[config.mk]
export PLATFORM = sky130hd
export DESIGN_NAME = seq_111010_tx
export DESIGN_NICKNAME = d
export VERILOG_FILES = /design/src/rtl/seq_111010_pkg.sv /design/src/rtl/seq_piso_shift.sv /design/src/rtl/seq_111010_tx.sv
export SDC_FILE = /design/constraint.sdc
export NUM_CORES = 1
export LEC_CHECK = 0
export ABC_CLOCK_PERIOD_IN_PS = 1800
export CAP_MARGIN = 20
export CORE_MARGIN = 2
export CORE_UTILIZATION = 51
export DETAILED_ROUTE_END_ITERATION = 16
export GPL_TIMING_DRIVEN = 0
export PLACE_DENSITY = 0.85
export SETUP_SLACK_MARGIN = 0.05
export SYNTH_ARGS = -nofsm -noshare
export SYNTH_HDL_FRONTEND = slang
export SYNTH_SLANG_ARGS = --single-unit
[constraint.sdc]
create_clock -name clk -period 1.8 [get_ports clk]
set_input_delay 0.36 -clock clk [delete_from_list [all_inputs] [get_ports clk]]
set_output_delay 0.36 -clock clk [all_outputs]
set_load 0.05 [all_outputs]
[src/rtl/seq_111010_pkg.sv]
// -----------------------------------------------------------------------------
// seq_111010_pkg
// Shared definitions for the 111010 sync-word link transmitter: the sync word
// itself, its length, the transmitter state type and a helper that picks one
// sync bit by its transmit position (position 0 goes out first).
// -----------------------------------------------------------------------------
package seq_111010_pkg;

   localparam logic [5:0] SYNC_PATTERN = 6'b111010;
   localparam int         SYNC_LEN     = 6;

   typedef enum logic [2:0] {
      IDLE    = 3'd0,
      SYNC    = 3'd1,
      PAYLOAD = 3'd2,
      PARITY  = 3'd3,
      GAP     = 3'd4
   } tx_state_t;

   // Sync word goes out MSB first, so transmit position idx maps to bit 5-idx.
   function automatic logic sync_bit(input logic [2:0] idx);
      logic [2:0] pos;
      pos = 3'(SYNC_LEN - 1) - idx;
      return SYNC_PATTERN[pos];
   endfunction

endpackage

[src/rtl/seq_piso_shift.sv]
// -----------------------------------------------------------------------------
// seq_piso_shift
// Parallel-load, MSB-first shift register used to serialise the frame payload.
// Ports:
//   clk   - clock, rising edge
//   rst   - synchronous reset, active low (clears the register)
//   load  - capture d (has priority over shift)
//   shift - shift left by one, zero fill
//   d     - parallel payload
//   msb   - current MSB, i.e. the next payload bit to transmit
// -----------------------------------------------------------------------------
module seq_piso_shift #(
   parameter int W = 8
) (
   input  logic         clk,
   input  logic         rst,
   input  logic         load,
   input  logic         shift,
   input  logic [W-1:0] d,
   output logic         msb
);

   logic [W-1:0] sh_q;
   logic [W-1:0] sh_d;

   always_comb begin
      sh_d = sh_q;
      if (load) begin
         sh_d = d;
      end else if (shift) begin
         sh_d = sh_q << 1;
      end
   end

   always_ff @(posedge clk) begin
      if (!rst) begin
         sh_q <= '0;
      end else begin
         sh_q <= sh_d;
      end
   end

   assign msb = sh_q[W-1];

endmodule

[src/rtl/seq_111010_tx.sv]
// -----------------------------------------------------------------------------
// seq_111010_tx
// Serial frame transmitter for the 111010 sync-word link. Each accepted start
// sends the sync word 111010, then PAYLOAD_W payload bits MSB first, then
// holds the line idle for GAP_CYCLES cycles before the next start is taken.
//
// Optional build macro SEQ_111010_TX_PARITY_EN: appends one even-parity bit
// (XOR of the captured payload) after the payload; done moves onto it.
//
// Ports:
//   clk       - clock, rising edge
//   rst       - synchronous reset, active low; aborts a frame without done
//   start     - frame request, only looked at while ready=1
//   data_in   - payload, captured on the edge that accepts start
//   ready     - high only in IDLE
//   busy      - complement of ready
//   out_seq   - serial bit (registered)
//   out_valid - out_seq carries a frame bit (registered)
//   done      - one-cycle pulse with the final frame bit (registered)
//
// state   | meaning
// --------+----------------------------------------------------------------
// IDLE    | waiting for start; accepting edge already drives sync bit 0
// SYNC    | sending sync bits 1..5 (bit_cnt = index of next bit)
// PAYLOAD | shifting the payload out MSB first
// PARITY  | sending the parity bit (parity build only)
// GAP     | line idle; covers the final-bit cycle plus GAP_CYCLES idle cycles
// -----------------------------------------------------------------------------
module seq_111010_tx
   import seq_111010_pkg::*;
#(
   parameter int PAYLOAD_W  = 8,
   parameter int GAP_CYCLES = 2
) (
   input  logic                 clk,
   input  logic                 rst,
   input  logic                 start,
   input  logic [PAYLOAD_W-1:0] data_in,
   output logic                 ready,
   output logic                 busy,
   output logic                 out_seq,
   output logic                 out_valid,
   output logic                 done
);

   localparam int CNT_W = $clog2(PAYLOAD_W + 8);
   localparam int GAP_W = (GAP_CYCLES > 0) ? $clog2(GAP_CYCLES + 1) : 1;

   localparam logic [CNT_W-1:0] SYNC_LAST_IDX = CNT_W'(SYNC_LEN - 1);
   localparam logic [CNT_W-1:0] PAY_LAST_IDX  = CNT_W'(SYNC_LEN + PAYLOAD_W - 1);
   // Outputs are registered, so the state already reads GAP while the final
   // bit is on the line; the down-counter therefore starts at GAP_CYCLES.
   localparam logic [GAP_W-1:0] GAP_LOAD      = GAP_W'(GAP_CYCLES);

   tx_state_t        state_q, state_d;
   logic [CNT_W-1:0] bit_cnt_q, bit_cnt_d;
   logic [GAP_W-1:0] gap_cnt_q, gap_cnt_d;
   logic             out_seq_q, out_seq_d;
   logic             out_valid_q, out_valid_d;
   logic             done_q, done_d;
   logic             ready_q, ready_d;
   logic             busy_q, busy_d;

   logic piso_load;
   logic piso_shift;
   logic piso_msb;
   logic last_payload;

   assign last_payload = (bit_cnt_q == PAY_LAST_IDX);

   seq_piso_shift #(
      .W (PAYLOAD_W)
   ) u_piso (
      .clk   (clk),
      .rst   (rst),
      .load  (piso_load),
      .shift (piso_shift),
      .d     (data_in),
      .msb   (piso_msb)
   );

`ifdef SEQ_111010_TX_PARITY_EN
   logic parity_q, parity_d;

   assign parity_d = piso_load ? (^data_in) : parity_q;

   always_ff @(posedge clk) begin
      if (!rst) begin
         parity_q <= 1'b0;
      end else begin
         parity_q <= parity_d;
      end
   end
`endif

   always_ff @(posedge clk) begin
      if (!rst) begin
         state_q     <= IDLE;
         bit_cnt_q   <= '0;
         gap_cnt_q   <= '0;
         out_seq_q   <= 1'b0;
         out_valid_q <= 1'b0;
         done_q      <= 1'b0;
         ready_q     <= 1'b1;
         busy_q      <= 1'b0;
      end else begin
         state_q     <= state_d;
         bit_cnt_q   <= bit_cnt_d;
         gap_cnt_q   <= gap_cnt_d;
         out_seq_q   <= out_seq_d;
         out_valid_q <= out_valid_d;
         done_q      <= done_d;
         ready_q     <= ready_d;
         busy_q      <= busy_d;
      end
   end

   always_comb begin
      state_d    = state_q;
      bit_cnt_d  = bit_cnt_q;
      gap_cnt_d  = gap_cnt_q;
      piso_load  = 1'b0;
      piso_shift = 1'b0;
      case (state_q)
         IDLE: begin
            if (start) begin
               state_d   = SYNC;
               bit_cnt_d = CNT_W'(1);
               piso_load = 1'b1;
            end
         end
         SYNC: begin
            bit_cnt_d = bit_cnt_q + 1'b1;
            if (bit_cnt_q == SYNC_LAST_IDX) begin
               state_d = PAYLOAD;
            end
         end
         PAYLOAD: begin
            piso_shift = 1'b1;
            bit_cnt_d  = bit_cnt_q + 1'b1;
            if (last_payload) begin
`ifdef SEQ_111010_TX_PARITY_EN
               state_d   = PARITY;
`else
               state_d   = GAP;
               bit_cnt_d = '0;
               gap_cnt_d = GAP_LOAD;
`endif
            end
         end
`ifdef SEQ_111010_TX_PARITY_EN
         PARITY: begin
            state_d   = GAP;
            bit_cnt_d = '0;
            gap_cnt_d = GAP_LOAD;
         end
`endif
         GAP: begin
            if (gap_cnt_q == '0) begin
               state_d = IDLE;
            end else begin
               gap_cnt_d = gap_cnt_q - 1'b1;
            end
         end
         default: begin
            state_d = IDLE;
         end
      endcase
   end

   // Each output flop gets the bit being emitted on this edge, so the first
   // sync bit is visible the cycle after start is sampled.
   always_comb begin
      out_seq_d   = 1'b0;
      out_valid_d = 1'b0;
      done_d      = 1'b0;
      case (state_q)
         IDLE: begin
            if (start) begin
               out_valid_d = 1'b1;
               out_seq_d   = SYNC_PATTERN[SYNC_LEN-1];
            end
         end
         SYNC: begin
            out_valid_d = 1'b1;
            out_seq_d   = sync_bit(bit_cnt_q[2:0]);
         end
         PAYLOAD: begin
            out_valid_d = 1'b1;
            out_seq_d   = piso_msb;
`ifndef SEQ_111010_TX_PARITY_EN
            done_d      = last_payload;
`endif
         end
`ifdef SEQ_111010_TX_PARITY_EN
         PARITY: begin
            out_valid_d = 1'b1;
            out_seq_d   = parity_q;
            done_d      = 1'b1;
         end
`endif
         default: begin
         end
      endcase
      ready_d = (state_d == IDLE);
      busy_d  = ~ready_d;
   end

   assign out_seq   = out_seq_q;
   assign out_valid = out_valid_q;
   assign done      = done_q;
   assign ready     = ready_q;
   assign busy      = busy_q;

endmodule

==> flow_summary_export.csv <==
group,metric,value,unit
sta,finalCritPeriodShare,88.9,%
floorplan,die_area,2420,sq um
synth,syn_area_per_cell,9.54,sq um
sta,tightest_slew,0.493,ns
sta,fmax,625,MHz
floorplan,die_w,49.2,um
synth,synth-edff-count,0,
sta,rsz0062_at_grt,"false",
synth,yosysSeqAreaShare,42.4,%
placed_design,port_buffers,15,
sta,hold_viol,0,
final_layout,seqCellArea,440,sq um
floorplan,row_count,16,
clock_network,clock_latency,0.30,ns
synth,async_flop_share,0,%
clock_network,hold_buffers,0,
grt,grt_pass1_vias,833,
final_layout,drive_gt1_share,13.3,%
clock_network,cts_buffers,3,
power_and_ir_drop,comb_power_share,15.1,%
drt,drcViolationCount,0,
synth,netlist_area,1040,sq um
power_and_ir_drop,p_sw,0.000248,W
clock_network,cts.sinks,22,
sta,fin_crit,1.60,ns
power_and_ir_drop,power,0.00106,W
sta,slew_headroom,67.3,%
drt,drt_iter0_drc,25,
grt,grt_first_pass_wirelength,3370,um
drt,num_vias,851,
worst_setup_path,worstPathRequired,2.01,ns
synth,synth-seq-cells,22,
worst_setup_path,crit_slowest_cell,"dfxtp_1",
power_and_ir_drop,power_density,833,nW/um^2
final_layout,fill_cells,167,
sta,fin_skew,0.00486,ns
worst_setup_path,critical-path-max-stage-delay,0.40,ns
clock_network,cts_tree,"built",
drt,ant_nets,0,
worst_setup_path,path_class,"reg2reg",
grt,antenna_found_initial,0,
clock_network,clock_path_buffers,2,
floorplan,start_util,53.5,%
power_and_ir_drop,leakage,0.497,nW
run,drv_cap,0,
drt,wl_per_cell,12.5,um
worst_setup_path,cp.arrival,1.81,ns
drt,wirelength,1930,um
placed_design,hpwl,1470,um
power_and_ir_drop,p_clk_share,35.2,%
sta,finalSetupViolCount,0,
run_status,status,"finished clean",
grt,grt_usage,17.6,%
grt,overflow,0,
power_and_ir_drop,ir_drop,0.651,mV
power_and_ir_drop,intPower,0.000810,W
floorplan,coreArea,1940,sq um
final_layout,layout_commonest_cell,"dfxtp_1",
final_layout,fin_nets,144,
final_layout,num_antenna_cells,0,
floorplan,die-height,49.2,um
clock_network,post_cts.repair.setup_buffers,0,
power_and_ir_drop,p_sw_share,23.4,%
synth,syn_inst,109,
sta,final_max_slew_viol_count,0,
synth,synthFlopType,"dfxtp_1",
synth,post_synth_num_cell_types,31,
clock_network,h-tree-depth,1,
grt,grt_start_max_net_pins,14,
synth,yosysWarningCount,0,
final_layout,final_cell_mix,"dfxtp_1 (22), nand2_1 (13), clkdlybuf4s50_1 (10)",
drt,via_per_inst,5.49,
floorplan,io_pins,16,
drt,firstDrtPassIters,4,
final_layout,area_delta_synth_final,22.1,%
final_layout,fin_util,65.4,%
synth,syn-num-nets,124,
placed_design,place.gp.congestion,0.810,
clock_network,cts-root-buf,"clkbuf_4",
worst_setup_path,end_kind,"register",
power_and_ir_drop,seqPwrFrac,49.8,%
final_layout,multiInputGateArea,539,sq um
clock_network,clkTransAtPathRegs,0.12,ns
worst_setup_path,critPathLaunchType,"register",
worst_hold_path,min_path_type,"reg2reg",
worst_setup_path,cp_cell_sequence,"inv_1 -> ha_1 -> and3_1 -> or3_4 -> a31o_1",
worst_setup_path,worstPathMaxFanout,5,
## cell usage after synthesis, drive strengths merged, types with 4 or more instances
cell type  count  area (sq um)
a22oi          7          52.6
a21boi         6          45.0
nor2b          4          32.5
inv            4          15.0
dfxtp         22           440
and3           4          25.0
buf            4          41.3
nand2         13          48.8
a31oi          4          25.0
o21ai          4          20.0
nor2           9          33.8
ha             4          50.1
mux2i          4          40.0
## logic make-up after synthesis
group           share of synthesized area, %
simple gates                            24.1
compound gates                          17.4
flops                                   42.4
buf+inv                                 5.78
mux                                     3.85
fa+ha+maj                               4.81
xor+xnor                                1.69
## final cells by class
cell class | instances | area share [%]
Tap cell | 27 | 2.66
Inverter | 4 | 1.18
Clock inverter | 1 | 2.36
Multi-Input combinational cell | 78 | 42.5
Timing Repair Buffer | 15 | 11.3
Sequential cell | 22 | 34.7
Clock buffer | 3 | 1.77
Buffer | 5 | 3.55
## final timing paths
check | startpoint | end | slack (ns) | depth (start not counted)
setup / recovery | bit_cnt_q[1] | ready | 0.20 | 5
hold / removal | u_piso.sh_q[1] | u_piso.sh_q[1] | 0.46 | 2
setup reg to reg | bit_cnt_q[1] | ready | 0.20 | 5
hold reg to reg | u_piso.sh_q[1] | u_piso.sh_q[1] | 0.46 | 2
## registers in the layout, indices dropped and copies added, names as in the netlist
name         count
bit_cnt_q        4
ready            1
u_piso.sh_q      8
out_valid        1
done             1
busy             1
state_q          3
out_seq          1
gap_cnt_q        2
## critical path: cells and delay by family, from the launching register on
| family | cells | cell delay [ns] |
|---|---|---|
| buf+inv | 1 | 0.06 |
| simple gates | 2 | 0.64 |
| fa+ha+maj | 1 | 0.20 |
| compound gates | 1 | 0.21 |
| flops | 1 | 0.40 |
## power groups by stage
stage	Combinational [W]	Sequential, W	Clock [W]
after floorplan	0.0000837	0.000561	0
after global placement	0.000160	0.000536	0
after detailed placement	0.000165	0.000538	0
after CTS	0.000161	0.000526	0.000377
after global routing	0.000176	0.000529	0.000390
final	0.000159	0.000526	0.000372
## metal layers
metal	vias up	share of wire, %	GRT usage [%]
li1	423	-	-
met1	403	43	20.2
met2	19	52	32.0
met3	6	3.3	3.07
met4	0	2.2	7.14
met5	-	0	0
## repair_timing
action                                 4_1_cts  5_1_grt
setup endpoints to repair                    5        0
resized for setup                            5        0
endpoints found under the hold margin        0        0
## per-stage QoR
stage	setup slack, ns	cell area, sq um	setup TNS (ns)	instances	hold WS [ns]
floorplan	0.319	1040	0	109	0.435
global placement	-0.0400	1220	-0.104	151	0.441
detailed placement	-0.0893	1220	-0.317	151	0.449
CTS	0.198	1270	0	155	0.466
global route	0.105	1270	0	155	0.485
finish	0.201	1270	0	155	0.464
Power figures use the tool's default switching activity.
